### config.mk
export PLATFORM = sky130hd
export DESIGN_NAME = mem_stage_flat
export DESIGN_NICKNAME = d
export VERILOG_FILES = /design/src/rtl/mem_stage_pkg.sv /design/src/rtl/mem_stage_if.sv /design/src/rtl/mem_lane_align.sv /design/src/rtl/mem_stage.sv /design/src/flat_wrapper.sv
export SDC_FILE = /design/constraint.sdc
export NUM_CORES = 1
export LEC_CHECK = 0
export BUFFER_PORTS_ARGS = -buffer_cell sky130_fd_sc_hd__buf_2
export CORE_ASPECT_RATIO = 1.25
export CORE_MARGIN = 5
export CORE_UTILIZATION = 40
export DETAILED_ROUTE_END_ITERATION = 10
export GPL_TIMING_DRIVEN = 1
export HOLD_SLACK_MARGIN = 0.02
export PLACE_DENSITY = 0.74
export SLEW_MARGIN = 30
export SYNTH_ARGS = -nofsm -noshare
export SYNTH_HDL_FRONTEND = slang
export SYNTH_HIERARCHICAL = 1
export SYNTH_SLANG_ARGS = --single-unit
### constraint.sdc
create_clock -name clk_i -period 2.36 [get_ports clk_i]
set_input_delay 0.118 -clock clk_i [delete_from_list [all_inputs] [get_ports clk_i]]
set_output_delay 0.118 -clock clk_i [all_outputs]
set_load 0.005 [all_outputs]
### src/rtl/mem_stage_pkg.sv
// rtl/mem_stage_pkg.sv - memory-op codes, FSM states and decode helpers for mem_stage
package mem_stage_pkg;

    typedef enum logic [3:0] {
        MEM_OP_LB   = 4'd0,
        MEM_OP_LH   = 4'd1,
        MEM_OP_LW   = 4'd2,
        MEM_OP_LBU  = 4'd3,
        MEM_OP_LHU  = 4'd4,
        MEM_OP_SB   = 4'd5,
        MEM_OP_SH   = 4'd6,
        MEM_OP_SW   = 4'd7,
        MEM_OP_NONE = 4'd8
    } mem_op_e;

    typedef enum logic [1:0] {
        ST_IDLE = 2'd0,
        ST_REQ  = 2'd1,
        ST_RESP = 2'd2
    } state_e;

    localparam logic [31:0] ZERO          = 32'h0;
    localparam logic        WRITE_ENABLE  = 1'b1;
    localparam logic        WRITE_DISABLE = 1'b0;

    function automatic logic is_load(input logic [3:0] op);
        return (op == MEM_OP_LB) || (op == MEM_OP_LH) || (op == MEM_OP_LW) ||
               (op == MEM_OP_LBU) || (op == MEM_OP_LHU);
    endfunction

    function automatic logic is_store(input logic [3:0] op);
        return (op == MEM_OP_SB) || (op == MEM_OP_SH) || (op == MEM_OP_SW);
    endfunction

    // Halfwords need an even address, words a 4-byte aligned one; bytes never misalign.
    function automatic logic is_misaligned(input logic [3:0] op, input logic [1:0] off);
        case (op)
            MEM_OP_LH, MEM_OP_LHU, MEM_OP_SH: return off[0];
            MEM_OP_LW, MEM_OP_SW:             return off != 2'b00;
            default:                          return 1'b0;
        endcase
    endfunction

endpackage

### src/rtl/mem_stage_if.sv
// rtl/mem_stage_if.sv - req/gnt/rvalid data-bus interface
interface mem_stage_if #(
    parameter int ADDR_WIDTH = 32,
    parameter int DATA_WIDTH = 32
);
    logic                  req;
    logic                  we;
    logic [ADDR_WIDTH-1:0] addr;
    logic [3:0]            be;
    logic [DATA_WIDTH-1:0] wdata;
    logic                  gnt;
    logic                  rvalid;
    logic [DATA_WIDTH-1:0] rdata;

    modport master (
        output req, we, addr, be, wdata,
        input  gnt, rvalid, rdata
    );

    modport slave (
        input  req, we, addr, be, wdata,
        output gnt, rvalid, rdata
    );
endinterface

### src/rtl/mem_lane_align.sv
// rtl/mem_lane_align.sv - store lane replication / byte enables and load extraction
module mem_lane_align
    import mem_stage_pkg::*;
(
    input  logic [3:0]  st_op,
    input  logic [1:0]  st_off,
    input  logic [31:0] st_data,
    output logic [3:0]  be,
    output logic [31:0] wdata,
    input  logic [3:0]  ld_op,
    input  logic [1:0]  ld_off,
    input  logic [31:0] rdata,
    output logic [31:0] ld_data
);

    logic [7:0]  ld_byte;
    logic [15:0] ld_half;

    // Byte enables and replicated write data for the op currently presented upstream.
    always_comb begin
        be    = 4'b0000;
        wdata = st_data;
        case (st_op)
            MEM_OP_SB: begin
                be    = 4'b0001 << st_off;
                wdata = {4{st_data[7:0]}};
            end
            MEM_OP_SH: begin
                be    = st_off[1] ? 4'b1100 : 4'b0011;
                wdata = {2{st_data[15:0]}};
            end
            MEM_OP_SW, MEM_OP_LB, MEM_OP_LH, MEM_OP_LW, MEM_OP_LBU, MEM_OP_LHU: be = 4'b1111;
            default: be = 4'b0000;
        endcase
    end

    // Lane selection uses the offset latched at request time, not the live address.
    always_comb begin
        case (ld_off)
            2'd0:    ld_byte = rdata[7:0];
            2'd1:    ld_byte = rdata[15:8];
            2'd2:    ld_byte = rdata[23:16];
            default: ld_byte = rdata[31:24];
        endcase
        ld_half = ld_off[1] ? rdata[31:16] : rdata[15:0];
        case (ld_op)
            MEM_OP_LB:  ld_data = {{24{ld_byte[7]}}, ld_byte};
            MEM_OP_LBU: ld_data = {24'h0, ld_byte};
            MEM_OP_LH:  ld_data = {{16{ld_half[15]}}, ld_half};
            MEM_OP_LHU: ld_data = {16'h0, ld_half};
            default:    ld_data = rdata;
        endcase
    end

endmodule

### src/rtl/mem_stage.sv
// rtl/mem_stage.sv - memory-access pipeline stage with req/gnt/rvalid bus and MEM/WB slot
module mem_stage
    import mem_stage_pkg::*;
#(
    parameter int ADDR_WIDTH  = 32,
    parameter int DATA_WIDTH  = 32,
    parameter int RADDR_WIDTH = 5
) (
    input  logic                   clk_i,
    input  logic                   rst_i,
    input  logic [RADDR_WIDTH-1:0] reg_waddr_i,
    input  logic                   reg_we_i,
    input  logic [DATA_WIDTH-1:0]  reg_wdata_i,
    input  logic                   mem_we_i,
    input  logic [ADDR_WIDTH-1:0]  mem_addr_i,
    input  logic [DATA_WIDTH-1:0]  mem_data_i,
    input  logic [3:0]             mem_op_i,
    mem_stage_if.master            dbus,
    output logic                   stall_o,
    output logic                   misalign_o,
    output logic [RADDR_WIDTH-1:0] reg_waddr_o,
    output logic                   reg_we_o,
    output logic [DATA_WIDTH-1:0]  reg_wdata_o
);

    state_e                 state, state_nxt;
    logic [3:0]             op_q;
    logic [1:0]             off_q;
    logic [RADDR_WIDTH-1:0] waddr_q;
    logic                   we_q;

    logic                   op_mem, op_st, misal, req;
    logic [3:0]             be_w;
    logic [DATA_WIDTH-1:0]  wdata_w, ld_data;

    // mem_op_i is authoritative for direction; the store flag is redundant.
    logic unused_ok;
    assign unused_ok = mem_we_i;

    assign op_st  = is_store(mem_op_i);
    assign op_mem = is_load(mem_op_i) || op_st;
    assign misal  = op_mem && is_misaligned(mem_op_i, mem_addr_i[1:0]);

    mem_lane_align u_align (
        .st_op   (mem_op_i),
        .st_off  (mem_addr_i[1:0]),
        .st_data (mem_data_i),
        .be      (be_w),
        .wdata   (wdata_w),
        .ld_op   (op_q),
        .ld_off  (off_q),
        .rdata   (dbus.rdata),
        .ld_data (ld_data)
    );

    // Bus fields come straight from the held upstream inputs while a request is live.
    assign dbus.req   = req;
    assign dbus.we    = req && op_st;
    assign dbus.addr  = {mem_addr_i[ADDR_WIDTH-1:2], 2'b00};
    assign dbus.be    = req ? be_w : 4'b0000;
    assign dbus.wdata = wdata_w;

    // Next state, bus request and stall; stall drops in the completion cycle.
    always_comb begin
        state_nxt = state;
        req       = 1'b0;
        stall_o   = 1'b0;
        case (state)
            ST_IDLE: begin
                if (op_mem && !misal) begin
                    req     = 1'b1;
                    stall_o = !(op_st && dbus.gnt);
                    if (!dbus.gnt)
                        state_nxt = ST_REQ;
                    else if (!op_st)
                        state_nxt = ST_RESP;
                end
            end
            ST_REQ: begin
                req     = 1'b1;
                stall_o = !(is_store(op_q) && dbus.gnt);
                if (dbus.gnt)
                    state_nxt = is_store(op_q) ? ST_IDLE : ST_RESP;
            end
            ST_RESP: begin
                stall_o = !dbus.rvalid;
                if (dbus.rvalid)
                    state_nxt = ST_IDLE;
            end
            default: state_nxt = ST_IDLE;
        endcase
    end

    // State register; reset abandons any in-flight access.
    always_ff @(posedge clk_i or posedge rst_i) begin
        if (rst_i)
            state <= ST_IDLE;
        else
            state <= state_nxt;
    end

    // Capture the access context on the cycle a new request is issued from IDLE.
    always_ff @(posedge clk_i or posedge rst_i) begin
        if (rst_i) begin
            op_q    <= MEM_OP_NONE;
            off_q   <= 2'b00;
            waddr_q <= '0;
            we_q    <= WRITE_DISABLE;
        end else if (state == ST_IDLE && req) begin
            op_q    <= mem_op_i;
            off_q   <= mem_addr_i[1:0];
            waddr_q <= reg_waddr_i;
            we_q    <= reg_we_i;
        end
    end

    // MEM/WB result slot: bubble on stall, misalign pulse, otherwise the completing result.
    always_ff @(posedge clk_i or posedge rst_i) begin
        if (rst_i) begin
            reg_waddr_o <= '0;
            reg_we_o    <= WRITE_DISABLE;
            reg_wdata_o <= ZERO[DATA_WIDTH-1:0];
            misalign_o  <= 1'b0;
        end else begin
            misalign_o <= 1'b0;
            if (stall_o) begin
                reg_we_o <= WRITE_DISABLE;
            end else if (state == ST_IDLE && misal) begin
                misalign_o <= 1'b1;
                reg_we_o   <= WRITE_DISABLE;
            end else if (state == ST_RESP) begin
                reg_waddr_o <= waddr_q;
                reg_we_o    <= we_q;
                reg_wdata_o <= ld_data;
            end else if (state == ST_REQ) begin
                reg_waddr_o <= waddr_q;
                reg_we_o    <= we_q;
                reg_wdata_o <= reg_wdata_i;
            end else begin
                reg_waddr_o <= reg_waddr_i;
                reg_we_o    <= reg_we_i;
                reg_wdata_o <= reg_wdata_i;
            end
        end
    end

endmodule

### src/flat_wrapper.sv
// flat-port wrapper written by rule: the top's interface ports become plain ports
module mem_stage_flat import mem_stage_pkg::*;
#(
    parameter int ADDR_WIDTH  = 32,
    parameter int DATA_WIDTH  = 32,
    parameter int RADDR_WIDTH = 5
)
  (clk_i, rst_i, reg_waddr_i, reg_we_i, reg_wdata_i, mem_we_i, mem_addr_i, mem_data_i, mem_op_i, stall_o, misalign_o, reg_waddr_o, reg_we_o, reg_wdata_o, dbus_req, dbus_we, dbus_addr, dbus_be, dbus_wdata, dbus_gnt, dbus_rvalid, dbus_rdata);
  mem_stage_if #(.ADDR_WIDTH(ADDR_WIDTH), .DATA_WIDTH(DATA_WIDTH)) dbus_i ();
  input  logic clk_i;
  input  logic rst_i;
  input  logic [RADDR_WIDTH-1:0] reg_waddr_i;
  input  logic reg_we_i;
  input  logic [DATA_WIDTH-1:0] reg_wdata_i;
  input  logic mem_we_i;
  input  logic [ADDR_WIDTH-1:0] mem_addr_i;
  input  logic [DATA_WIDTH-1:0] mem_data_i;
  input  logic [3:0] mem_op_i;
  output logic stall_o;
  output logic misalign_o;
  output logic [RADDR_WIDTH-1:0] reg_waddr_o;
  output logic reg_we_o;
  output logic [DATA_WIDTH-1:0] reg_wdata_o;
  output wire logic [$bits(dbus_i.req)-1:0] dbus_req;
  output wire logic [$bits(dbus_i.we)-1:0] dbus_we;
  output wire logic [$bits(dbus_i.addr)-1:0] dbus_addr;
  output wire logic [$bits(dbus_i.be)-1:0] dbus_be;
  output wire logic [$bits(dbus_i.wdata)-1:0] dbus_wdata;
  input wire logic [$bits(dbus_i.gnt)-1:0] dbus_gnt;
  input wire logic [$bits(dbus_i.rvalid)-1:0] dbus_rvalid;
  input wire logic [$bits(dbus_i.rdata)-1:0] dbus_rdata;
  assign dbus_req = dbus_i.req;
  assign dbus_we = dbus_i.we;
  assign dbus_addr = dbus_i.addr;
  assign dbus_be = dbus_i.be;
  assign dbus_wdata = dbus_i.wdata;
  assign dbus_i.gnt = dbus_gnt;
  assign dbus_i.rvalid = dbus_rvalid;
  assign dbus_i.rdata = dbus_rdata;
  mem_stage #(.ADDR_WIDTH(ADDR_WIDTH), .DATA_WIDTH(DATA_WIDTH), .RADDR_WIDTH(RADDR_WIDTH)) u_core (.clk_i(clk_i), .rst_i(rst_i), .reg_waddr_i(reg_waddr_i), .reg_we_i(reg_we_i), .reg_wdata_i(reg_wdata_i), .mem_we_i(mem_we_i), .mem_addr_i(mem_addr_i), .mem_data_i(mem_data_i), .mem_op_i(mem_op_i), .dbus(dbus_i), .stall_o(stall_o), .misalign_o(misalign_o), .reg_waddr_o(reg_waddr_o), .reg_we_o(reg_we_o), .reg_wdata_o(reg_wdata_o));
endmodule
## Word level (Yosys, flattened, before mapping)

Index checks and enable logic that the tools add are counted.

- Shift-type cells: 1
- Reduce and logical (&&, ||, !) cells: 30
- Equal/unequal tests: 21
- $lt $le $gt $ge: 0
- $add $sub $neg: 0
- Bitwise gates (word level): 2
- Muxes and demuxes: 28
- Divide/modulo/power cells: 0
- Multiply operators: 0

Operators by type and width:

| operator | count |
|---|---|
| one-hot mux 32 bit (4 select lines) | 1 |
| one-hot mux 32 bit (2 select lines) | 1 |
| equality test 4 x 3 -> 1 bit (second input constant) | 8 |
| two-way mux 32 bit | 1 |
| one-hot mux 8 bit (3 select lines) | 1 |
| two-way mux 16 bit | 1 |
| equality test 4 x 2 -> 1 bit (second input constant) | 3 |
| two-way mux 2 bit | 6 |
| one-hot mux 4 bit (3 select lines) | 1 |
| two-way mux 5 bit | 2 |
| logical OR 1 bit | 9 |
| equality test 4 x 1 -> 1 bit (second input constant) | 2 |
| logical NOT 4 bit | 2 |
| two-way mux 1 bit | 8 |
| two-way mux 4 bit | 2 |
| logical AND 1 bit | 7 |
| one-hot mux 2 bit (3 select lines) | 1 |
| OR reduction 6 bit | 1 |
| equality test 2 x 1 -> 1 bit (second input constant) | 2 |
| equality test 2 bit (second input constant) | 2 |
| logical NOT 1 bit | 4 |
| logical NOT 2 bit | 2 |
| inequality test 2 bit (second input constant) | 2 |
| one-hot mux 1 bit (2 select lines) | 2 |
| other kinds (10) | 11 |

- Register bits: 53
- Bits in writable memories: 0
- Output and inout bits: 110
- Memories kept: 0
- Latch bits: 0
- ROM bits: 0
- Input bits: 143

## Longest topological paths before layout

Gate-level depths: netlist (run 1).

- Word-level depth: 13
- Depth in mapped cells: 9
- Depth with buffers taken out: 7

## Cells and area by module

The synthesis (run 1) kept the hierarchy.

By module, submodules not included:

| module | cells each | area each (um^2) | times used |
|---|---|---|---|
| mem_stage | 289 | 2,942.8 | 1 |
| mem_lane_align | 196 | 1,516.5 | 1 |

## Worst setup path after synthesis (run 1)

OpenSTA, ideal clock, no wires.

- Path kind: register to register
- From: reg u_core.off_q[1]
- To: reg u_core.reg_wdata_o[4]
- Clock period less this slack: 1.968 ns
- Path buffers: 2
- Slack: 0.392 ns
- Data arrival time: 1.841 ns
- Stages on the path, launching flop included: 9
- Data required time: 2.233 ns
- Setup time: 0.127 ns
- Cells stage by stage: dfrtp_1 -> buf_6 -> buf_6 -> mux4_2 -> nor2b_1 -> a221o_1 -> nand2_1 -> nand2_1 -> mux2_1

- Cells in the longest elaborated chain, start to end: 4
- Elaborated cells between the ends (all ways): 7
- Those cells by class: eq/ne: 2; mux: 4; reduce/logical: 1

Ends and longest elaborated chain:

| element | line | text |
|---|---|---|
| start, declared | mem_stage.sv:28 | `logic [1:0] off_q;` |
| start signal, assigned | mem_stage.sv:111 | `off_q <= mem_addr_i[1:0];` |
| equality test 2 bit, or another cell as far along | mem_lane_align.sv:39 | `case (ld_off)` |
| one-hot mux 8 bit (3 select lines) | mem_lane_align.sv:39 |  |
| one-hot mux 32 bit (4 select lines) (*) | mem_lane_align.sv:46 | `case (ld_op)` |
| net u_core.ld_data[4] | mem_stage.sv:34 | `logic [DATA_WIDTH-1:0] wdata_w, ld_data;` |
| two-way mux 32 bit (*) | mem_stage.sv:131 | `end else if (state == ST_RESP) begin` |
| end signal, assigned | mem_stage.sv:134 | `reg_wdata_o <= ld_data;` |
| end signal, assigned | mem_stage.sv:138 | `reg_wdata_o <= reg_wdata_i;` |
| end signal, assigned | mem_stage.sv:142 | `reg_wdata_o <= reg_wdata_i;` |
| end, declared | mem_stage.sv:23 | `output logic [DATA_WIDTH-1:0] reg_wdata_o` |

Mark *: on every way through the listed nets, which the timed path passes. The rest lies on a longest branch.
A chain may end at the register's enable or synchronous reset.

## Worst setup path in the final report (run 1)

- From: reg u_core.op_q[2]
- To: reg u_core.reg_waddr_o[2]

- Cells in the longest elaborated chain, start to end: 8
- Elaborated cells between the ends (all ways): 10
- Those cells by class: eq/ne: 3; mux: 1; bitwise: 1; reduce/logical: 5

Ends and longest elaborated chain:

| element | line | text |
|---|---|---|
| start, declared | mem_stage.sv:27 | `logic [3:0] op_q;` |
| start signal, assigned | mem_stage.sv:110 | `op_q <= mem_op_i;` |
| equality test 4 x 3 -> 1 bit | mem_stage_pkg.sv:32 | `return (op == MEM_OP_SB) \|\| (op == MEM_OP_SH) \|\| (op == MEM_OP_SW);` |
| logical OR 1 bit | mem_stage_pkg.sv:32 |  |
| logical OR 1 bit (*) | mem_stage_pkg.sv:32 |  |
| logical AND 1 bit (*) | mem_stage.sv:81 | `stall_o = !(is_store(op_q) && dbus.gnt);` |
| logical NOT 1 bit (*) | mem_stage.sv:81 |  |
| one-hot mux 1 bit (3 select lines) (*) | mem_stage.sv:68 | `case (state)` |
| NOT 1 bit (no line) (*) | n/a |  |
| AND reduction 2 bit (no line) (*) | n/a |  |
| end signal, assigned | mem_stage.sv:132 | `reg_waddr_o <= waddr_q;` |
| end signal, assigned | mem_stage.sv:136 | `reg_waddr_o <= waddr_q;` |
| end signal, assigned | mem_stage.sv:140 | `reg_waddr_o <= reg_waddr_i;` |
| end, declared | mem_stage.sv:21 | `output logic [RADDR_WIDTH-1:0] reg_waddr_o,` |

Every way passes the cells marked *; elsewhere a longest branch is shown, timed or not.

==> flow_summary.toml, run 1 <==
[run_status]
status = "complete, no violations"

[floorplanning]
placement_rows = 43
fp.dieArea_um2 = 13400
die_w_um = 104
ios = 253
core_um2 = 11000
initial_utilization = 0.404
die_height_um = 128

[grt]
grtUsageTotal = 0.193
antenna_found_initial = 1
grt_pass1_wl_mm = 21.3
grt_pass1_vias = 4241
grt.overflow.total = 0
grt_max_degree = 39

[setup_path]
r2r-start = "u_core/op_q[2]"
crit_start = "u_core/op_q[2]"
crit_path_end = "u_core/reg_waddr_o[2]"
worstPathRequired_ns = 2.55
startpoint_type = "flip-flop"
crit_type = "flip-flop to flip-flop"
crit_path_end_kind = "flip-flop"
r2r-end = "u_core/reg_waddr_o[2]"
cp_max_fo = 38
cp.arrival_ns = 2.35
crit_chain = "inv_1 -> o311ai_1 -> o221ai_1 -> a211oi_4 -> buf_12 -> mux2_2"
crit_path_max_incr_delay_ns = 0.45
r2r_cells = 6
r2r_slack_ns = 0.19
crit_slowest_cell = "dfrtp_1"

[clock_tree]
cts_tree = "done"
cts.sinks = 53
numCtsBuffers = 5
clock-root-buffer = "clkbuf_16"
clk_path_buf_depth = 2
post_cts_buffers = 0
cts_hold_buffers = 2
clock_latency_ns = 0.30
cts-resized-gates = 0
path_clk_slew_ns = 0.07
cts.htree.levels = 2

[route]
num_vias = 4190
drc_errors = 0
drtPass1Iterations = 5
finalWirelength_mm = 13.4
ant_nets = 0
drt_iter0_markers = 163
wl_per_cell_um = 17.5
vias_per_cell = 5.48

[finish]
fin_nets = 772
multi_input_area_um2 = 2600
n_antenna_cell = 0
area_delta_synth_final_pct = 21.4
stdcell_area_um2 = 5410
layout_commonest_cell = "buf_2"
post_route_cells_drive_above_1_share = 0.457
layout_common_cells = "buf_2 (189), nand2_1 (108), dfrtp_1 (52)"
regArea_um2 = 1330
fillers = 1048

[timing]
skew_ns = 0.00578
final_hold_viol_count = 0
worstMarginPinSlew_ns = 0.697
fmax_mhz = 461
finalSetupViolations = 0
period_share = 0.918
slew_headroom = 0.534
setup_ws_ns = 0.193
fin_crit_ns = 2.17
hold_slack_ns = 0.0340
slew_viol_final = 0
tns_ns = 0
rsz0062_at_grt = "no"

[synth]
synth_edf_count = 0
synth_flop_cell = "dfrtp_1"
syn_area_um2 = 4460
ys.warnings.count = 6
ys_types = 52
ys_seq_elements = 53
yosysSeqAreaShare = 0.298
synth.avg_cell_area_um2 = 9.19
synthArstFlopShare = 1.00
postSynthCellCount = 485

[placement]
dp_hpwl_mm = 10.7
detailedPlace.worstSlack_ns = 0.213
gp_congestion = 0.943
port_buffers = 189
postPlaceCellArea_um2 = 5250

[hold_path]
min_path_type = "input port to flip-flop"

[pwr]
p_per_area_nw_per_um2 = 921
power_leakage_nw = 2.80
ir_drop_v = 0.000381

[run]
cap_viol_max_count = 0
[routing by layer]
layer / share of wire / global-route usage / vias to the layer above
met2: 0.50 / 0.347 / 239
met4: 0.032 / 0.0793 / 2
met3: 0.097 / 0.0474 / 33
met5: 0.00090 / 0 / -
met1: 0.37 / 0.218 / 1957
li1: - / - / 1959
[cells in the mapped netlist (all sizes together), types with 2 or more instances]
cell type | number | area share
a21oi | 14 | 0.016
o21ai | 14 | 0.017
a211oi | 2 | 0.0073
a21o | 19 | 0.034
inv | 13 | 0.011
a31oi | 8 | 0.011
nor3b | 5 | 0.011
o2111ai | 2 | 0.0039
o31ai | 8 | 0.013
nand2 | 108 | 0.091
nand2b | 13 | 0.018
clkbuf | 15 | 0.013
a221o | 16 | 0.036
nor3 | 3 | 0.0056
nor2 | 16 | 0.015
mux4 | 8 | 0.045
dfrtp | 52 | 0.29
mux2 | 68 | 0.19
a211o | 2 | 0.0039
buf | 57 | 0.098
o22ai | 9 | 0.013
and2 | 4 | 0.0056
nor2b | 13 | 0.019
[through the flow]
| stage | total power, mW | util | cells |
|---|---|---|---|
| after global routing | 5.31 | 0.491 | 765 |
| final | 4.99 | 0.491 | 765 |
| after global placement | 4.19 | 0.476 | 755 |
| after detailed placement | 4.28 | 0.476 | 755 |
| after CTS | 5.02 | 0.491 | 765 |
| after floorplan | 3.41 | - | 486 |
[worst min-delay path by stage]
stage                     cells past startpoint  slack [ns]                    end      from
after CTS                                     2        0.03        u_core/state[0]  dbus_gnt
after global routing                          2        0.04        u_core/state[0]  dbus_gnt
after detailed placement                      2        0.22  u_core/reg_waddr_o[0]     rst_i
final                                         2        0.03        u_core/state[0]  dbus_gnt
after global placement                        2        0.21  u_core/reg_waddr_o[2]     rst_i
after floorplan                               1        0.19        u_core/state[0]  dbus_gnt
[area by class of cell]
cell class,instances,area share
Clock inverter,3,0.00393
Clock buffer,5,0.0231
Tap cell,135,0.0312
Timing Repair Buffer,208,0.207
Inverter,13,0.00902
Sequential cell,53,0.245
Multi-Input combinational cell,348,0.481
[cell families (layout without fill, tap and decap cells)]
group	Yosys count	after routing	share of synthesized area
XOR/XNOR	2	2	0.00393
multiplexers	77	77	0.235
other	1	2	0.000841
AO/OA/AOI/OAI	100	100	0.168
flip-flops	53	53	0.298
AND/OR/NAND/NOR	167	167	0.173
buffers and inverters	85	229	0.122
[registers in the layout (all words and copies together), names as in the netlist]
signal,cells
u_core/reg_wdata_o,32
u_core/reg_waddr_o,5
u_core/waddr_q,5
u_core/op_q,4
u_core/off_q,2
u_core/state,2
u_core/misalign_o,1
u_core/reg_we_o,1
u_core/we_q,1
[worst max-delay path, delay by kind of cell (launching register included)]
family          cells  cell delay (ns)
compound gates      3             0.84
flops               1             0.45
mux                 1             0.37
buf+inv             2             0.34
[report_power, final]
group | switching, mW | leakage (nW) | internal (mW)
combinational | 1.24 | 2.10 | 1.45
sequential | 0.247 | 0.631 | 1.31
clock | 0.347 | 0.0702 | 0.396
total | 1.83 | 2.80 | 3.15
No activity file was read; power rests on OpenSTA's default activity.
==> inputs of run 2 (changes only) <==
- PLACE_DENSITY: 0.74 -> 0.77
- SYNTH_HIERARCHICAL: 1 -> not set
- TNS_END_PERCENT: not set -> 100
- clock period: 2.36 -> 2.75 ns (I/O delays scaled with it)
==> run 2 against run 1 <==
Via count shrank 12%; synthesized cell count decreased by 15%; count of clock-buffer cells in the layout unchanged; register-to-register slack improved by 0.21 ns; global-route usage is 1.9 points higher; clock skew grew 0.0017 ns; critical path depth unchanged; combinational power decreased by 27%; largest cell class unchanged.
==> flow_summary.toml, run 2 <==
[floorplanning]
initial_utilization = 0.408
die_w_um = 98.3
placement_rows = 40
die_height_um = 120
fp.dieArea_um2 = 11800
ios = 253
core_um2 = 9560

[clock_tree]
clk_path_buf_depth = 2
clock-root-buffer = "clkbuf_16"
cts.htree.levels = 2
numCtsBuffers = 5
post_cts_buffers = 0
path_clk_slew_ns = 0.08
cts.sinks = 53
cts_tree = "done"
clock_latency_ns = 0.30

[synth]
ys_seq_elements = 53
ys_types = 48
synthArstFlopShare = 1.00
postSynthCellCount = 411
ys.warnings.count = 0
synth_area_leaders = "dfrtp_1 (33%), mux2_2 (14%), buf_4 (7.9%)"
yosysSeqAreaShare = 0.340
synth_flop_cell = "dfrtp_1"
ys_top_cells_by_count = "nand2_1 (62), dfrtp_1 (52), mux2_2 (50)"
synth_most_common_cell = "nand2_1"
syn_area_um2 = 3900
synth_edf_count = 0
synth_area_leader_cell = "dfrtp_1"
synth.avg_cell_area_um2 = 9.49
yosysTopAreaCellShare = 0.334

[finish]
biggestRegsByFlops = "u_core.reg_wdata_o x32, u_core.reg_waddr_o x5, u_core.waddr_q x5"
n_antenna_cell = 0
regMostFlops = "u_core.reg_wdata_o"
fin_nets = 702
layout_common_cells = "buf_2 (189), nand2_1 (62), dfrtp_1 (52)"
layout_commonest_cell = "buf_2"
area_delta_synth_final_pct = 24.2
post_route_cells_drive_above_1_share = 0.529
largest_register_ffs = 32

[pwr]
power_frac_seq = 0.340
switching_share = 0.372
power_leakage_nw = 2.40
internal-power_mw = 2.48
combPwrFrac = 0.496
p_per_area_nw_per_um2 = 817
clkPwrFrac = 0.165
ir_drop_v = 0.000269
p_switching_mw = 1.47

[grt]
grt.overflow.total = 0
grtUsageTotal = 0.212
antenna_found_initial = 0
grt_max_degree = 54
grt_pass1_wl_mm = 20.0
grt_pass1_vias = 3945

[timing]
period_share = 0.855
setup_ws_ns = 0.399
worstMarginPinSlew_ns = 0.818
skew_ns = 0.00748
fin_crit_ns = 2.35
rsz0062_at_grt = "no"
fmax_mhz = 425
finalSetupViolations = 0
tns_ns = 0
final_hold_viol_count = 0
slew_headroom = 0.455
slew_viol_final = 0

[route]
vias_per_cell = 5.40
drc_errors = 0
ant_nets = 0
finalWirelength_mm = 13.0
num_vias = 3705
drt_iter0_markers = 220
drtPass1Iterations = 4
wl_per_cell_um = 18.9

[setup_path]
startpoint_type = "flip-flop"
crit_path_end_kind = "flip-flop"
crit_type = "flip-flop to flip-flop"
cp_max_fo = 21
cp.arrival_ns = 2.53
r2r_slack_ns = 0.40
worstPathRequired_ns = 2.93

[placement]
gp_congestion = 0.924
dp_hpwl_mm = 10.2
detailedPlace.worstSlack_ns = 0.414
port_buffers = 189

[run]
cap_viol_max_count = 0

[run_status]
status = "complete, no violations"

[hold_path]
min_path_type = "input port to async pin"
-- run 2: cell count changes after synthesis, sizes merged, moves of 7 or more --
cell / delta
nand2: -46
a21o: -19
nor2: +18
a21oi: +17
a221o: -15
nor2b: -9
o22ai: -9
a22oi: +8
buf: -7
nand2b: -7
o31ai: -7
-- run 2: per-layer routing --
layer / share of wire / track usage / routed length (um)
met1: 0.36 / 0.233 / 4620
met2: 0.50 / 0.372 / 6440
met3: 0.10 / 0.0519 / 1310
met4: 0.047 / 0.117 / 616
met5: 0 / 0 / 0
-- run 2: kinds of logic after synthesis --
| group | after synthesis | synth area share |
|---|---|---|
| AO/OA/AOI/OAI | 85 | 0.137 |
| other | 1 | 0.000962 |
| AND/OR/NAND/NOR | 122 | 0.136 |
| buffers and inverters | 70 | 0.115 |
| XOR/XNOR | 2 | 0.00449 |
| flip-flops | 53 | 0.340 |
| multiplexers | 78 | 0.266 |
-- run 2: path summary, 6_finish.rpt --
path	startpoint	endpoint	cells past startpoint
worst max-delay path	u_core.op_q[0]	u_core.reg_wdata_o[10]	6
worst min-delay path	rst_i	u_core.reg_wdata_o[30]	3
worst max register to register	u_core.op_q[0]	u_core.reg_wdata_o[10]	6
worst min register to register	u_core.reg_waddr_o[0]	u_core.reg_waddr_o[0]	1
max in group asynchronous	rst_i	u_core.reg_wdata_o[18]	3
min in group clk_i	dbus_gnt	u_core.state[0]	2
-- run 2: timing repair --
action,in CTS,in global routing
hold buffers,1,0
hold endpoints to repair,1,0
resized for setup,0,0
-- run 2: cell type report --
type                            instances  area, um^2
Sequential cell                        53        1330
Multi-Input combinational cell        289        2130
Fill cell                             906        4720
Clock inverter                          3        26.3
Clock buffer                            5         125
Timing Repair Buffer                  201        1040
Inverter                                9        33.8
Tap cell                              126         158
-- run 2: stage by stage --
stage / instance area, um^2 / std cells / util / hold slack [ns] / total power [mW]
after floorplan: 3900 / 412 / - / 0.208 / 2.60
after detailed placement: 4680 / 677 / 0.490 / 0.275 / 3.32
after global routing: 4840 / 686 / 0.507 / 0.0763 / 4.22
final: 4840 / 686 / 0.507 / 0.0338 / 3.96
after global placement: 4680 / 677 / 0.489 / 0.275 / 3.25
after CTS: 4840 / 686 / 0.507 / 0.0499 / 3.98
-- run 2: worst max-delay path: stages, from the launching register on --
cell,delay [ns]
dfrtp_1,0.55
nor2_1,0.11
or4_1,0.55
nand2_1,0.09
o211a_2,0.18
buf_4,0.35
mux2_2,0.39
-- run 2: power groups by stage --
| stage | logic, mW | clock network [mW] | registers (mW) |
|---|---|---|---|
| floorplan | 1.27 | 0 | 1.33 |
| global placement | 1.92 | 0 | 1.33 |
| detailed placement | 1.96 | 0 | 1.36 |
| CTS | 1.97 | 0.668 | 1.34 |
| global route | 2.14 | 0.696 | 1.39 |
| finish | 1.96 | 0.652 | 1.34 |
